File: config.mk
export PLATFORM = sky130hd
export DESIGN_NAME = softmax_job_seq_flat
export DESIGN_NICKNAME = d
export VERILOG_FILES = /design/src/rtl/softmax_seq_pkg.sv /design/src/rtl/softmax_job_seq_if.sv /design/src/rtl/softmax_job_fifo.sv /design/src/rtl/softmax_job_seq.sv /design/src/flat_wrapper.sv
export SDC_FILE = /design/constraint.sdc
export NUM_CORES = 1
export LEC_CHECK = 0
export ABC_AREA = 0
export BUFFER_PORTS_ARGS = -buffer_cell sky130_fd_sc_hd__clkbuf_2
export CORE_AREA = 2 2 119 121
export DETAILED_ROUTE_END_ITERATION = 16
export DIE_AREA = 0 0 121 123
export GPL_ROUTABILITY_DRIVEN = 0
export GPL_TIMING_DRIVEN = 0
export PLACE_DENSITY_LB_ADDON = 0.05
export SLEW_MARGIN = 20
export SYNTH_ARGS = -nofsm -noshare
export SYNTH_HDL_FRONTEND = slang
export SYNTH_SLANG_ARGS = --single-unit
File: constraint.sdc
create_clock -name clk -period 2.6 [get_ports clk]
set_input_delay 0.65 -clock clk [delete_from_list [all_inputs] [get_ports clk]]
set_output_delay 0.65 -clock clk [all_outputs]
set_load 0.05 [all_outputs]
File: src/rtl/softmax_seq_pkg.sv
// Shared types for the softmax job sequencer.
// FSM encoding and the queued job record.
package softmax_seq_pkg;

    localparam int JOB_AW = 8;

    typedef enum logic [2:0] {
        S_IDLE   = 3'd0,
        S_INIT   = 3'd1,
        S_GAP    = 3'd2,
        S_START  = 3'd3,
        S_RUN    = 3'd4,
        S_REPORT = 3'd5
    } state_t;

    typedef struct packed {
        logic [JOB_AW-1:0] start_addr;
        logic [JOB_AW-1:0] end_addr;
    } job_t;

endpackage

File: src/rtl/softmax_job_seq_if.sv
// Job request channel: valid/ready push of address pairs,
// with the reject pulse returned to the requester.
interface softmax_job_seq_if #(
    parameter int ADDRSIZE = 8
);
    logic                job_valid;
    logic                job_ready;
    logic [ADDRSIZE-1:0] job_start_addr;
    logic [ADDRSIZE-1:0] job_end_addr;
    logic                bad_job;

    modport master (
        output job_valid,
        output job_start_addr,
        output job_end_addr,
        input  job_ready,
        input  bad_job
    );

    modport slave (
        input  job_valid,
        input  job_start_addr,
        input  job_end_addr,
        output job_ready,
        output bad_job
    );
endinterface

File: src/rtl/softmax_job_fifo.sv
// Generic synchronous FIFO with registered occupancy.
// DEPTH must be a power of two; pointers wrap naturally.
module softmax_job_fifo #(
    parameter int DEPTH = 4,
    parameter int WIDTH = 16
) (
    input  logic             clk,
    input  logic             reset,
    input  logic             push,
    input  logic [WIDTH-1:0] din,
    input  logic             pop,
    output logic [WIDTH-1:0] dout,
    output logic             full,
    output logic             empty
);
    localparam int AW = $clog2(DEPTH);
    localparam int CW = AW + 1;

    logic [WIDTH-1:0] mem [DEPTH];
    logic [AW-1:0]    wptr;
    logic [AW-1:0]    rptr;
    logic [CW-1:0]    count;
    logic             do_push;
    logic             do_pop;

    assign full    = (count == CW'(DEPTH));
    assign empty   = (count == '0);
    assign do_push = push && !full;
    assign do_pop  = pop && !empty;
    assign dout    = mem[rptr];

    always_ff @(posedge clk or posedge reset) begin
        if (reset) begin
            wptr  <= '0;
            rptr  <= '0;
            count <= '0;
        end else begin
            if (do_push) wptr <= wptr + 1'b1;
            if (do_pop)  rptr <= rptr + 1'b1;
            case ({do_push, do_pop})
                2'b10:   count <= count + 1'b1;
                2'b01:   count <= count - 1'b1;
                default: count <= count;
            endcase
        end
    end

    always_ff @(posedge clk) begin
        if (do_push) mem[wptr] <= din;
    end
endmodule

File: src/rtl/softmax_job_seq.sv
// Softmax job sequencer: pops queued jobs and runs the core's
// init/start/done handshake, reporting cycles and timeout per job.
module softmax_job_seq
    import softmax_seq_pkg::*;
#(
    parameter int ADDRSIZE    = JOB_AW,
    parameter int FIFO_DEPTH  = 4,
    parameter int INIT_CYCLES = 2,
    parameter int TIMEOUT     = 4096,
    parameter int CNTW        = 16
) (
    input  logic                clk,
    input  logic                reset,
    softmax_job_seq_if.slave    jif,
    output logic                sm_init,
    output logic                sm_start,
    output logic [ADDRSIZE-1:0] sm_start_addr,
    output logic [ADDRSIZE-1:0] sm_end_addr,
    input  logic                sm_done,
    output logic                busy,
    output logic                res_valid,
    output logic [CNTW-1:0]     res_cycles,
    output logic                res_timeout,
    output logic [CNTW-1:0]     jobs_done
);
    localparam int IW = (INIT_CYCLES > 1) ? $clog2(INIT_CYCLES) : 1;
    localparam logic [CNTW-1:0] TMAX = CNTW'(TIMEOUT - 1);

    state_t          state;
    state_t          state_d;
    logic [CNTW-1:0] cnt;
    logic [IW-1:0]   init_cnt;
    logic            accept;
    logic            is_bad;
    logic            push;
    logic            pop;
    logic            full;
    logic            empty;
    logic            bad_q;
    job_t            job_in;
    job_t            head;

    assign accept  = jif.job_valid && jif.job_ready;
    assign is_bad  = jif.job_end_addr < jif.job_start_addr;
    assign push    = accept && !is_bad;
    assign pop     = (state == S_IDLE) && !empty;
    assign busy    = (state != S_IDLE) || !empty;
    assign jif.job_ready = !full;
    assign jif.bad_job   = bad_q;

    assign job_in.start_addr = JOB_AW'(jif.job_start_addr);
    assign job_in.end_addr   = JOB_AW'(jif.job_end_addr);

    softmax_job_fifo #(
        .DEPTH (FIFO_DEPTH),
        .WIDTH ($bits(job_t))
    ) u_fifo (
        .clk   (clk),
        .reset (reset),
        .push  (push),
        .din   (job_in),
        .pop   (pop),
        .dout  (head),
        .full  (full),
        .empty (empty)
    );

    always_ff @(posedge clk or posedge reset) begin
        if (reset) state <= S_IDLE;
        else       state <= state_d;
    end

    // Done outranks timeout when both land in the same RUN cycle.
    always_comb begin
        state_d = state;
        unique case (state)
            S_IDLE:   if (!empty) state_d = S_INIT;
            S_INIT:   if (init_cnt == IW'(INIT_CYCLES - 1)) state_d = S_GAP;
            S_GAP:    state_d = S_START;
            S_START:  state_d = S_RUN;
            S_RUN:    if (sm_done || cnt == TMAX) state_d = S_REPORT;
            S_REPORT: state_d = S_IDLE;
            default:  state_d = S_IDLE;
        endcase
    end

    always_ff @(posedge clk or posedge reset) begin
        if (reset) begin
            sm_init       <= 1'b1;
            sm_start      <= 1'b0;
            sm_start_addr <= '0;
            sm_end_addr   <= '0;
            res_valid     <= 1'b0;
            res_cycles    <= '0;
            res_timeout   <= 1'b0;
            jobs_done     <= '0;
            bad_q         <= 1'b0;
            cnt           <= '0;
            init_cnt      <= '0;
        end else begin
            sm_init   <= (state_d == S_INIT);
            sm_start  <= (state_d == S_START);
            res_valid <= (state_d == S_REPORT);
            bad_q     <= accept && is_bad;
            init_cnt  <= (state == S_INIT) ? init_cnt + 1'b1 : '0;
            if (pop) begin
                sm_start_addr <= ADDRSIZE'(head.start_addr);
                sm_end_addr   <= ADDRSIZE'(head.end_addr);
            end
            if (state == S_START)    cnt <= '0;
            else if (state == S_RUN) cnt <= cnt + 1'b1;
            if (state == S_RUN && state_d == S_REPORT) begin
                res_cycles  <= cnt;
                res_timeout <= !sm_done;
            end
            if (state_d == S_REPORT) jobs_done <= jobs_done + 1'b1;
        end
    end
endmodule

File: src/flat_wrapper.sv
// flat-port wrapper written by rule: the top's interface ports become plain ports
module softmax_job_seq_flat import softmax_seq_pkg::*;
#(
    parameter int ADDRSIZE    = JOB_AW,
    parameter int FIFO_DEPTH  = 4,
    parameter int INIT_CYCLES = 2,
    parameter int TIMEOUT     = 4096,
    parameter int CNTW        = 16
)
  (clk, reset, sm_init, sm_start, sm_start_addr, sm_end_addr, sm_done, busy, res_valid, res_cycles, res_timeout, jobs_done, jif_job_valid, jif_job_start_addr, jif_job_end_addr, jif_job_ready, jif_bad_job);
  softmax_job_seq_if #(.ADDRSIZE(ADDRSIZE)) jif_i ();
  input  logic clk;
  input  logic reset;
  output logic sm_init;
  output logic sm_start;
  output logic [ADDRSIZE-1:0] sm_start_addr;
  output logic [ADDRSIZE-1:0] sm_end_addr;
  input  logic sm_done;
  output logic busy;
  output logic res_valid;
  output logic [CNTW-1:0] res_cycles;
  output logic res_timeout;
  output logic [CNTW-1:0] jobs_done;
  input wire logic [$bits(jif_i.job_valid)-1:0] jif_job_valid;
  input wire logic [$bits(jif_i.job_start_addr)-1:0] jif_job_start_addr;
  input wire logic [$bits(jif_i.job_end_addr)-1:0] jif_job_end_addr;
  output wire logic [$bits(jif_i.job_ready)-1:0] jif_job_ready;
  output wire logic [$bits(jif_i.bad_job)-1:0] jif_bad_job;
  assign jif_i.job_valid = jif_job_valid;
  assign jif_i.job_start_addr = jif_job_start_addr;
  assign jif_i.job_end_addr = jif_job_end_addr;
  assign jif_job_ready = jif_i.job_ready;
  assign jif_bad_job = jif_i.bad_job;
  softmax_job_seq #(.ADDRSIZE(ADDRSIZE), .FIFO_DEPTH(FIFO_DEPTH), .INIT_CYCLES(INIT_CYCLES), .TIMEOUT(TIMEOUT), .CNTW(CNTW)) u_core (.clk(clk), .reset(reset), .jif(jif_i), .sm_init(sm_init), .sm_start(sm_start), .sm_start_addr(sm_start_addr), .sm_end_addr(sm_end_addr), .sm_done(sm_done), .busy(busy), .res_valid(res_valid), .res_cycles(res_cycles), .res_timeout(res_timeout), .jobs_done(jobs_done));
endmodule
# Yosys cells after proc, flatten, opt, wreduce, memory -nomap -nowiden
# Memories as Yosys holds them, arrays and structs flattened. A register that Yosys moved wholly into a read port is not among the register bits.
# Cells that the tools add are included.
[classes] add_sub_neg=7 order_cmp=1 n_eq_ne=11 muxes=10 reduce_logical=18
[ops] cell="adder 16 x 1 -> 16 bit (second input constant)" n=2
[ops] cell="2-to-1 mux 16 bit" n=2
[ops] cell="== test 16 x 12 -> 1 bit (second input constant)" n=1
[ops] cell="case mux 3 bit (5 select lines)" n=1
[ops] cell="== test 3 x 2 -> 1 bit (second input constant)" n=3
[ops] cell="== test 3 bit (second input constant)" n=3
[ops] cell="2-to-1 mux 3 bit" n=3
[ops] cell="< comparator 8 bit" n=1
[ops] cell="logical AND 1 bit" n=7
[ops] cell="== test 3 x 1 -> 1 bit (second input constant)" n=2
[ops] cell="zero test 3 bit" n=2
[ops] cell="case mux 3 bit (2 select lines)" n=1
[ops] cell="adder 2 x 1 -> 2 bit (second input constant)" n=2
[ops] cell="zero test 1 bit" n=4
[ops] cell="nonzero test 2 bit" n=2
[ops] cell="adder 3 x 1 -> 3 bit (second input constant)" n=1
[ops] cell="2-to-1 mux 1 bit" n=3
[ops] cell="nonzero test 3 bit" n=1
[ops] cell="subtractor 3 x 1 -> 3 bit (second input constant)" n=1
[ops] cell="== test 2 x 1 -> 1 bit (second input constant)" n=1
[ops] cell="== test 2 bit (second input constant)" n=1
[ops] cell="logical OR 1 bit" n=2
[ops] cell="adder 1 bit (second input constant)" n=1
[word_totals] regBits=64 mem_bits_rw=64 in_bits=20 output_inout_bits=55 word_cells=61 n_memories=1
[memory_table] memory="u_core.u_fifo.mem" depth=4 word_bits=16 read_ports=1 rd_clocked_by_memory_dff=1 write_ports=1 line="softmax_job_fifo.sv:19" source="logic [WIDTH-1:0] mem [DEPTH];"

# Depth between registers and ports, before layout
[depth] word_depth=7 ltp_mapped=14 mapped_depth_nobuf=13

# Hierarchy
# From an unflattened synthesis, not the netlist that was laid out.
[unflattened] hier_cells=401 area_unflattened_um2=6128.4
[modules_own_cells] mod="softmax_job_seq" n_inst=1 cells_each=279 area_per_inst_um2=3349.5 seq_area_each_um2=1828.0
[modules_own_cells] mod="softmax_job_fifo" n_inst=1 cells_each=122 area_per_inst_um2=2778.9 seq_area_each_um2=2097.0

# Worst setup path before layout
# Ideal clock, no wire load.
[synth_timing] kind="input-to-reg" start="in jif_job_start_addr[4]" end="reg u_core.u_fifo.count[2]" t_arrival_ns=2.941 t_required_ns=2.521 setup_slack_ns=-0.421 path_stages=14 path_buffers=1 path_cell_list="inv_1 -> ha_1 -> a21o_1 -> a2111oi_0 -> o21ai_0 -> and3b_1 -> clkbuf_1 -> inv_1 -> ha_1 -> inv_1 -> fa_1 -> xor2_1 -> nor2_1 -> xor2_1"
[synth_via] elab_chain_cells=6 word_cells_on_any_way=8 classes_between="order compare: 1; eq/ne: 2; mux: 1; reduce/logical: 4"
[synth_lines] element="start, declared" line="flat_wrapper.sv:25" source="input wire logic [$bits(jif_i.job_start_addr)-1:0] jif_job_start_addr;"
[synth_lines] element="< comparator 8 bit (*)" line="softmax_job_seq.sv:44" source="assign is_bad = jif.job_end_addr < jif.job_start_addr;"
[synth_lines] element="zero test 1 bit (*)" line="softmax_job_seq.sv:45" source="assign push = accept && !is_bad;"
[synth_lines] element="logical AND 1 bit (*)" line="softmax_job_seq.sv:45"
[synth_lines] element="logical AND 1 bit (*)" line="softmax_job_fifo.sv:28" source="assign do_push = push && !full;"
[synth_lines] element="== test 2 x 1 -> 1 bit / == test 2 bit (equally long branches)" line="softmax_job_fifo.sv:40" source="case ({do_push, do_pop})"
[synth_lines] element="case mux 3 bit (2 select lines) / nonzero test 2 bit (equally long branches)"
[synth_lines] element="end signal, assigned" line="softmax_job_fifo.sv:41" source="2'b10: count <= count + 1'b1;"
[synth_lines] element="end signal, assigned" line="softmax_job_fifo.sv:42" source="2'b01: count <= count - 1'b1;"
[synth_lines] element="end signal, assigned" line="softmax_job_fifo.sv:43" source="default: count <= count;"
[synth_lines] element="end, declared" line="softmax_job_fifo.sv:22" source="logic [CW-1:0] count;"
# Every way passes the cells marked *; elsewhere a longest branch is shown, timed or not.
# A chain may end at the register's enable or synchronous reset.

# Worst setup path after layout
# Same ends and word-level chain as after synthesis.

==> results.py <==
metrics = {
    "final_layout": {
        "layout.nets": 526,
        "diodes": 0,
        "final_util": 0.5419,
        "drive_gt1_frac": 0.3750,
        "syn2layout_area_growth_pct": 22.58,
        "finish.instance_area_um2": 7376,
    },
    "routing": {
        "routedWlPerCell_um": 16.48,
        "drtIter0Drc": 195,
        "drtPass1Iterations": 4,
        "antenna_left": 0,
        "avgViaCountPerCell": 4.977,
        "vias": 3404,
        "drc": 0,
        "wirelength_um": 11270,
    },
    "synth": {
        "yosysMostFrequentCell": "dfrtp_1",
        "netlist_instances": 394,
        "synth_mux_area_frac": 0.1285,
        "synth.distinct_cells": 45,
        "syn_area_um2": 6017,
        "synth_seq_cells": 144,
        "synth_edf_count": 64,
        "netlist.area_leader.share": 0.3286,
        "synth_top_family_by_area": "multiplexers",
        "synth-simple-area-share": 0.09108,
        "synth-seq-area-share": 0.6523,
        "avgSynthCellArea_um2": 15.27,
        "synth_fa_ha_area_frac": 0.03244,
        "ys_top_cells_by_area": "dfrtp_1 (33%), edfxtp_1 (32%), mux4_2 (6.0%), mux2_2 (4.9%), xnor2_1 (3.2%)",
        "synthFlopType": "dfrtp_1",
        "ys.warnings.count": 0,
        "syn_nets": 429,
        "synth_area_leader_cell": "dfrtp_1",
        "synth_common_cells": "dfrtp_1 (79), edfxtp_1 (64), mux2_2 (26), nor2_1 (24), xnor2_1 (22)",
        "synth-xor-area-share": 0.05095,
        "synth-async-reset-ratio": 0.5556,
        "synth_compound_area_frac": 0.02059,
    },
    "global_routing": {
        "antenna_found_initial": 0,
        "grt_max_degree": 29,
        "grt_first_pass_wirelength_um": 18310,
        "grt_pass1_vias": 3482,
        "grt_usage": 0.1674,
        "grt_overflow": 0,
    },
    "die": {
        "core_um2": 13610,
        "start_util": 0.4420,
        "io_pins": 75,
        "fp-row-count": 43,
        "die_h_um": 123,
        "die_width_um": 121,
        "die-area_um2": 14880,
    },
    "worst_setup_path": {
        "r2r_setup_slack_ps": 180,
        "end_kind": "flip-flop",
        "rr_worst_depth": 6,
        "crit_start": "jif_job_start_addr[4]",
        "cp_slowest_stage_delay_ps": 330,
        "regToRegStartpoint": "u_core.cnt[15]",
        "worstReg2RegEnd": "u_core.res_cycles[15]",
        "cp_top_family": "adder cells",
        "crit_chain": "clkbuf_16 > inv_12 > ha_4 > a21o_1 > a2111oi_4 > o21ai_2 > and3b_2 > inv_4 > ha_4 > inv_2 > fa_2 > xor2_1 > nor2_1 > xor2_1",
        "critPathMaxFanout": 7,
        "critPathKind": "input port to flip-flop",
        "path_buf_inv": 4,
        "critPathSlowestCell": "fa_2",
        "start_kind": "input port",
        "cp.arrival_ps": 2890,
        "crit_required_ps": 2940,
    },
    "clock_network": {
        "path_clk_slew_ps": 60,
        "postCtsHoldBufs": 0,
        "cts-buffers-inserted": 17,
        "cts-root-buf": "clkbuf_16",
        "insertion_delay_ps": 420,
        "cts_max_level": 4,
        "clockBufferDepth": 2,
        "cts_tree": "yes",
        "clkSinkCount": 144,
    },
    "timing": {
        "fmax_ghz": 0.3931,
        "finalHoldViolations": 0,
        "layout_setup_ws_ps": 55.80,
        "slew_headroom": 0.4358,
        "fin_crit_sh": 0.9785,
        "slew_viol_final": 0,
        "worst_pin_slew_ps": 846.3,
        "finalSetupViolCount": 0,
        "rsz0062_at_grt": "yes",
        "finalCriticalPeriod_ps": 2544,
        "clock_skew_ps": 6.000,
    },
    "power": {
        "power_mw": 7.968,
        "power_frac_comb": 0.335,
        "power.internal_mw": 5.106,
        "total_leakage_power_nw": 3.147,
        "clkPwrFrac": 0.288,
        "swShare": 0.3592,
        "ir_drop_mv": 0.5011,
        "p_per_area_nw_per_um2": 1080,
        "pwr-share-seq": 0.378,
        "p_sw_mw": 2.862,
    },
    "run": {
        "drv_cap": 0,
    },
    "placed_design": {
        "placed_cell_area_um2": 6736,
        "port_buffers": 74,
        "hpwl_um": 7826,
        "place_ws_ps": -653.2,
    },
    "outcome": {
        "status": "complete, no violations",
    },
    "hold_path": {
        "min_path_type": "input port to asynchronous set/reset pin",
    },
}
flip-flops by register name, indices dropped and copies added (netlist names), 2 cells and up:
register              flops
u_core.cnt               16
u_core.sm_end_addr        8
u_core.state              3
u_core.res_cycles        16
u_core.u_fifo.mem        64
u_core.u_fifo.count       3
u_core.jobs_done         16
u_core.u_fifo.wptr        2
u_core.u_fifo.rptr        2
u_core.sm_start_addr      8
worst max-delay path by stage:
stage | endpoint | slack (ps) | cells after the start
floorplan | u_core.u_fifo.count[2] | -240 | 14
global placement | u_core.u_fifo.count[2] | -630 | 15
detailed placement | u_core.u_fifo.count[2] | -650 | 15
CTS | u_core.u_fifo.count[2] | -6 | 14
global route | u_core.u_fifo.count[2] | -60 | 14
finish | u_core.u_fifo.count[2] | 60 | 14
kinds of logic after synthesis:
group | count (synthesis)
adder cells (fa/ha/maj) | 15
AO/OA/AOI/OAI | 17
AND/OR/NAND/NOR | 101
multiplexers | 50
XOR/XNOR | 35
buffers and inverters | 32
flip-flops | 144
worst register-to-register path: stages (launching register included):
cell	delay, ps
dfrtp_1	420
or4_1	550
nor3_1	450
a211o_4	260
nand2_4	100
buf_6	230
mux2_4	310
power groups by stage:
stage | logic [mW] | registers [mW] | clock network (mW)
6_report | 2.67 | 3.01 | 2.29
5_1_grt | 2.90 | 3.06 | 2.45
4_1_cts | 2.72 | 3.02 | 2.34
3_5_place_dp | 2.70 | 3.06 | 0
3_3_place_gp | 2.66 | 3.04 | 0
2_1_floorplan | 1.41 | 3.70 | 0
what timing repair did:
action                                  in CTS  in global routing
endpoints found under the setup margin      50                 75
buffers inserted                             3                  0
gates resized for setup                      8                 10
pin swaps                                    8                  5
routing by layer:
metal / global-route usage / vias up / routed length (µm)
met5: 0 / - / 0
met4: 0.07122 / 0 / 203
met3: 0.04751 / 16 / 517
met2: 0.2749 / 80 / 5549
met1: 0.2088 / 1679 / 5002
li1: - / 1629 / -
cells in the final DEF (no fill, tap or decap), types with 3 or more instances in the layout:
cell type,count
dfrtp_1,79
clkbuf_2,71
edfxtp_1,64
mux2_2,26
nor2_1,24
xnor2_1,22
clkbuf_16,18
inv_1,16
mux4_2,16
nand2_1,15
nand4_1,15
xor2_1,13
ha_1,10
nand3_1,9
nor3_1,8
mux2_4,8
and3_1,5
inv_6,5
clkbuf_1,4
nand2b_1,4
clkinv_2,4
buf_4,4
buf_6,3
o21ai_0,3
a21oi_1,3
and2_2,3
clkinvlp_4,3
ha_4,3
clkinv_4,3
per-stage QoR:
stage	setup TNS, ps	hold WS (ps)	std cells
finish	0	121.2	684
global route	-334.2	123.5	684
CTS	-5.880	112.6	684
detailed placement	-29850	465.4	651
global placement	-28940	444.3	648
floorplan	-325.6	432.0	394
area by class of cell:
class / instances / area (µm²)
multi-input combinational: 218 / 2017
sequential: 144 / 3925
clock buffer: 17 / 425.4
timing repair buffer: 80 / 491.7
fill: 1140 / 6236
inverter: 20 / 93.84
tap: 180 / 225.2
clock inverter: 15 / 135.1
buffer: 10 / 62.56
No activity file was read; power rests on OpenSTA's default activity.
